===== src/rtl/mux_rr_arb.sv =====
// Multi-channel valid/ready mux with manual or round-robin arbitration
// feeding a single registered output slot (full throughput, one word per cycle).
module mux_rr_arb #(
    parameter int WIDTH  = 2,
    parameter int NUM_CH = 4,
    parameter int SEL_W  = $clog2(NUM_CH)
) (
    input  logic                    clk,
    input  logic                    rst,
    input  logic [NUM_CH*WIDTH-1:0] in_data,
    input  logic [NUM_CH-1:0]       in_valid,
    output logic [NUM_CH-1:0]       in_ready,
    input  logic                    mode,
    input  logic [SEL_W-1:0]        select,
    output logic [WIDTH-1:0]        out_data,
    output logic [SEL_W-1:0]        out_ch,
    output logic                    out_valid,
    input  logic                    out_ready
);

    logic [WIDTH-1:0] ch_data [NUM_CH];

    logic [WIDTH-1:0] out_data_q, out_data_d;
    logic [SEL_W-1:0] out_ch_q, out_ch_d;
    logic             out_valid_q, out_valid_d;
    logic [SEL_W-1:0] last_grant_q, last_grant_d;

    logic             grant_vld;
    logic [SEL_W-1:0] grant_idx;
    logic             accept;
    logic             xfer;

    generate
        for (genvar gi = 0; gi < NUM_CH; gi++) begin : g_ch
            assign ch_data[gi]  = in_data[gi*WIDTH +: WIDTH];
            assign in_ready[gi] = xfer && (grant_idx == SEL_W'(gi));
        end
    endgenerate

    // Grant is purely combinational so a request can be served in the cycle it appears.
    always_comb begin
        grant_vld = 1'b0;
        grant_idx = '0;
        if (!mode) begin
            if ((int'(select) < NUM_CH) && in_valid[select]) begin
                grant_vld = 1'b1;
                grant_idx = select;
            end
        end else begin
            for (int k = 1; k <= NUM_CH; k++) begin
                if (!grant_vld && in_valid[(int'(last_grant_q) + k) % NUM_CH]) begin
                    grant_vld = 1'b1;
                    grant_idx = SEL_W'((int'(last_grant_q) + k) % NUM_CH);
                end
            end
        end
    end

    assign accept = !out_valid_q || out_ready;
    assign xfer   = grant_vld && accept && !rst;

    always_comb begin
        out_data_d   = out_data_q;
        out_ch_d     = out_ch_q;
        out_valid_d  = out_valid_q;
        last_grant_d = last_grant_q;
        if (accept) begin
            out_valid_d = grant_vld;
            if (grant_vld) begin
                out_data_d   = ch_data[grant_idx];
                out_ch_d     = grant_idx;
                last_grant_d = grant_idx;
            end
        end
    end

    // Reset leaves last_grant at the top channel so channel 0 wins first.
    always_ff @(posedge clk) begin
        if (rst) begin
            out_data_q   <= '0;
            out_ch_q     <= '0;
            out_valid_q  <= 1'b0;
            last_grant_q <= SEL_W'(NUM_CH - 1);
        end else begin
            out_data_q   <= out_data_d;
            out_ch_q     <= out_ch_d;
            out_valid_q  <= out_valid_d;
            last_grant_q <= last_grant_d;
        end
    end

    assign out_data  = out_data_q;
    assign out_ch    = out_ch_q;
    assign out_valid = out_valid_q;

endmodule


===== config.mk =====
export PLATFORM = sky130hd
export DESIGN_NAME = mux_rr_arb
export DESIGN_NICKNAME = d
export VERILOG_FILES = /design/src/rtl/mux_rr_arb.sv
export SDC_FILE = /design/constraint.sdc
export NUM_CORES = 1
export LEC_CHECK = 0
export ABC_CLOCK_PERIOD_IN_PS = 4300
export CORE_UTILIZATION = 45
export CTS_CLUSTER_SIZE = 25
export DETAILED_ROUTE_END_ITERATION = 7
export GPL_TIMING_DRIVEN = 0
export PLACE_DENSITY_LB_ADDON = 0.05
export SETUP_SLACK_MARGIN = 0.3
export SYNTH_ARGS = -nofsm -noshare
export SYNTH_HDL_FRONTEND = slang
export SYNTH_SLANG_ARGS = --single-unit

===== constraint.sdc =====
create_clock -name clk -period 4.3 [get_ports clk]
set_clock_uncertainty 0.05 [all_clocks]
set_input_delay 0.86 -clock clk [delete_from_list [all_inputs] [get_ports clk]]
set_output_delay 0.86 -clock clk [all_outputs]
set_load 0.05 [all_outputs]

# Word-level counts from Yosys, hierarchy flattened

Cells that the tools add are included.

$add $sub $neg: 4
Order comparisons: 6
Equality and inequality tests: 3
Multiplexer cells: 32
Bitwise logic cells: 5
Reductions and logical operators: 21

Operators with widths:

| kind                                                       | number |
|---|---|
| two-way mux 1 bit                                          | 18 |
| less-than comparator 3 x 4 -> 1 bit, second input constant | 4 |
| two-way mux 2 bit                                          | 8 |
| binary-select mux 1 bit (select 2 bit)                     | 5 |
| logical AND 1 bit                                          | 9 |
| OR reduction 2 bit                                         | 4 |
| zero test 1 bit                                            | 5 |
| adder 2 x 1 -> 2 bit, second input constant                | 2 |
| adder 2 bit, second input constant                         | 2 |
| AND 1 bit, first input constant                            | 4 |
| binary-select mux 2 bit (select 2 bit)                     | 1 |
| == test 2 bit, second input constant                       | 2 |
| >= comparator 3 bit, second input constant                 | 1 |
| less-than comparator 2 x 3 -> 1 bit, second input constant | 1 |
| NOT 2 -> 3 bit                                             | 1 |
| == test 2 x 1 -> 1 bit, second input constant              | 1 |
| zero test 2 bit                                            | 1 |
| AND reduction 2 bit                                        | 1 |
| logical OR 1 bit                                           | 1 |

Register bits after elaboration: 7
Input port bits: 18
Output and inout bits: 9
Word-level logic and storage cells: 75

# Depth between registers and ports, before layout

Word-level depth: 24
Mapped depth: 6
Depth with buffers taken out: 5

# Least setup slack after synthesis

Ideal clock, no wire load.

Path kind: input port to output port
Start point: input select[0]
End point: output in_ready[0]
Arrival time: 2.549 ns
Data required time: 3.390 ns
Setup slack: 0.841 ns
Stages: 5
Buffers on the path: 0
Path through: mux2i_1 or3_4 a31o_4 or3_4 nor2_1

Cells in the longest elaborated chain, start to end: 7
Elaborated cells between the ends (all ways): 10
Classes of those cells: mux (6); reduce/logical (4)

Ends and longest elaborated chain:

| element                                 | RTL line | source |
|---|---|---|
| start: declaration                      | 14       | `input logic [SEL_W-1:0] select,` |
| binary-select mux 1 bit (select 2 bit)  | 45       | `if ((int'(select) < NUM_CH) && in_valid[select]) begin` |
| two-way mux 1 bit (not written as such) | 45       |  |
| two-way mux 1 bit                       | 45       |  |
| two-way mux 1 bit                       | 44       | `if (!mode) begin` |
| logical AND 1 bit (2 in series)         | 60       | `assign xfer = grant_vld && accept && !rst;` |
| logical AND 1 bit *                     | 36       | `assign in_ready[gi] = xfer && (grant_idx == SEL_W'(gi));` |
| end: declaration                        | 12       | `output logic [NUM_CH-1:0] in_ready,` |

Every way passes the cells marked *; elsewhere a longest branch is shown, timed or not. The select of a mux whose other input is x is not followed.

# Final worst setup path

Start point: input in_valid[2]
End point: output in_ready[2]

Cells in the longest elaborated chain, start to end: 20
Elaborated cells between the ends (all ways): 39
Classes of those cells: eq/ne (1); mux (29); reduce/logical (9)

Ends and longest elaborated chain:

| element                                               | RTL line | source |
|---|---|---|
| start: declaration                                    | 11       | `input logic [NUM_CH-1:0] in_valid,` |
| binary-select mux 1 bit (select 2 bit)                | 51       | `if (!grant_vld && in_valid[(int'(last_grant_q) + k) % NUM_CH]) begin` |
| two-way mux 1 bit (not written as such) (2 in series) | 51       |  |
| two-way mux 1 bit                                     | 51       |  |
| two-way mux 1 bit                                     | 44       |  |
| zero test 1 bit                                       | 51       |  |
| logical AND 1 bit                                     | 51       |  |
| two-way mux 1 bit                                     | 51       |  |
| two-way mux 1 bit                                     | 44       |  |
| [2 not listed]                                        | --       |  |
| two-way mux 1 bit                                     | 51       |  |
| two-way mux 1 bit                                     | 44       |  |
| zero test 1 bit                                       | 51       |  |
| logical AND 1 bit                                     | 51       |  |
| two-way mux 1 bit                                     | 51       |  |
| two-way mux 1 bit                                     | 44       |  |
| logical AND 1 bit (2 in series)                       | 60       |  |
| logical AND 1 bit *                                   | 36       |  |

Marked as above.

==> flow_summary.ini <==
[outcome]
outcome = completed

[sta]
finalHoldViolations = 0
maxSlewViolCount = 0
worst_slew_pin_slew_ns = 0.531
hold_ws_ns = 0.442
relSlewSlack_pct = 64.5
setup_viol = 0
fmax_mhz = 258
rsz0062_at_grt = false
fin_crit_sh_pct = 90.2
fin_ws_ns = 0.421
period_minus_slack_ns = 3.88

[global_routing]
grt_pass1_vias = 564
grt_usage_pct = 21.9
grt_overflow = 0
antenna_found_initial = 0
grt_pass1_wl_um = 2460
grt_max_degree = 10

[floorplan]
dieArea_um2 = 1650
die_h_um = 40.6
core_area_um2 = 1350
die_x_um = 40.6
initial_utilization_pct = 49.7
fp-row-count = 13
ios = 27

[cts]
cts_hold_buf = 0
h-tree-depth = 1
cts.sinks = 7
cts_inserted_buffers = 3
root_buffer = clkbuf_4
clock_path_buffers = 2
cts_tree = built
worstSkewPairLatency_ns = 0.25
clk_pin_slew_worst_paths_ns = 0.06

[power]
ir_drop_v = 0.000190
power_density_nw_per_um2 = 265
p_leak_nw = 0.392

[synthesis]
syn_area_per_cell_um2 = 7.98
yosysWarningCount = 0
yosysUniqueCellTypes = 32
syn_inst = 84
synthesis.area_um2 = 671
synth_seq_cells = 7
syn-num-nets = 102
seq_area_frac_synth_pct = 20.9

[layout]
syn_to_final_growth_pct = 44.8
antennaDiodeCount = 0
drive_above_1_share_pct = 15.8
final_cell_area_um2 = 971
fin_nets = 133
fillers = 118
final_core_util_pct = 71.9
final_cell_mix = clkdlybuf4s50_1 (20), nor2_1 (12), dfxtp_1 (7)
final_common_cell = clkdlybuf4s50_1

[worst_setup_path]
r2r_setup_slack_ns = 2.41
rr_startpoint = last_grant_q[0]
path_class = input port to output port
cp.required_ns = 3.39
cp.arrival_ns = 2.97
critPathMaxFanout = 7
crit_path_end_kind = output port
reg2regPathDepth = 6
startpoint_type = input port
r2r-end = out_data[1]

[detailed_routing]
viasPerCell = 5.74
drt_iter0_markers = 12
wl_per_cell_um = 13.4
drt_drc_violations_left = 0
ant_nets = 0
drt_first_pass_iters = 4
routed_wl_um = 1730
vias = 741

[hold_path]
holdPathStages = 2
min-delay-start = out_ch[0]
whs_endpoint = out_ch[0]
hold_path_class = flip-flop to flip-flop

[placed_design]
place_hpwl_um = 1340
numPortBuffers = 26
place_area_um2 = 950
dpl_worst_slack_ns = -0.144
gp_routability_congestion = 0.690

[job]
cap_violations = 0
cells in the mapped netlist:
master      n  area share [%]
a211oi_1    1             1.1
a21boi_0    2             2.2
a21o_1      2             2.2
a21oi_1     4             3.0
a22oi_1     1             1.1
a311oi_1    4             5.2
a31o_4      1             2.6
a31oi_1     2             1.9
a41oi_1     1             1.3
and2_1      1            0.93
and3b_1     2             2.6
buf_2       1            0.75
clkbuf_1    2             1.1
dfxtp_1     7              21
inv_1       5             2.8
mux2_2      3             5.0
mux2i_1     1             1.5
nand2_1     1            0.56
nand2b_1    3             2.8
nand3b_1    5             5.6
nor2_1     12             6.7
nor2b_1     2             1.9
nor3_1      3             2.2
nor3b_1     6             6.7
o2111ai_1   1             1.3
o211ai_1    1             1.1
o21ai_0     2             1.5
o21bai_1    2             2.2
o221ai_1    2             2.6
o41ai_4     1             4.1
or2_2       1            0.93
or3_4       2             3.4
through the flow:
stage / power (mW) / setup TNS [ns] / cells
after floorplan: 0.156 / 0 / 84
final: 0.257 / 0 / 129
after CTS: 0.261 / 0 / 129
after global placement: 0.199 / -0.495 / 125
after global routing: 0.274 / 0 / 129
after detailed placement: 0.202 / -0.560 / 125
kinds of logic after synthesis:
logic type             Yosys count  share of synthesized area, %
buffers and inverters            8                          4.66
AND/OR/NAND/NOR                 38                          34.3
AO/OA/AOI/OAI                   27                          33.6
flip-flops                       7                          20.9
multiplexers                     4                          6.53
power breakdown:
part,switching [mW],internal [mW],leakage [nW],total (mW)
clock network,0.0235,0.0339,0.0177,0.0574
logic,0.0720,0.0526,0.316,0.125
registers,0.00308,0.0725,0.0581,0.0755
what timing repair did:
item,4_1_cts,5_1_grt
gates resized for setup,14,7
buffers inserted,0,0
endpoints found under the setup margin,4,4
hold endpoints to repair,0,0
sequential cells by signal (all words and copies together) (netlist names):
name	count
last_grant_q	2
out_ch	2
out_data	2
out_valid	1
how the worst max path moves through the flow:
stage / startpoint / end / slack [ns] / depth (start not counted)
detailed placement: in_valid[1] / in_ready[2] / -0.14 / 7
floorplan: select[0] / in_ready[0] / 0.84 / 5
finish: in_valid[2] / in_ready[2] / 0.42 / 6
global route: in_valid[2] / in_ready[2] / 0.31 / 6
CTS: in_valid[3] / in_ready[1] / 0.31 / 7
global placement: in_valid[1] / in_ready[3] / -0.13 / 7
critical path, cell delays in order:
cell,delay [ns]
clkdlybuf4s50_1,0.53
o41ai_4,0.62
a31oi_1,0.14
or2_2,0.34
nor2_1,0.10
clkdlybuf4s15_2,0.38
layout make-up:
type / count / area [um2] / area share, %
sequential: 7 / 140 / 14.4
inverter: 5 / 18.8 / 1.93
clock inverter: 1 / 5.00 / 0.515
buffer: 3 / 12.5 / 1.29
tap: 15 / 18.8 / 1.93
multi-input combinational: 69 / 505 / 52.1
clock buffer: 3 / 22.5 / 2.32
timing repair buffer: 26 / 248 / 25.5
metal layers:
metal	GRT usage, %	up-vias	part of all wire, %
li1	-	383	-
met1	29.9	344	50
met2	36.9	14	47
met3	3.33	0	3.3
met4	2.50	0	0
met5	0	-	0
Power figures use the tool's default switching activity.
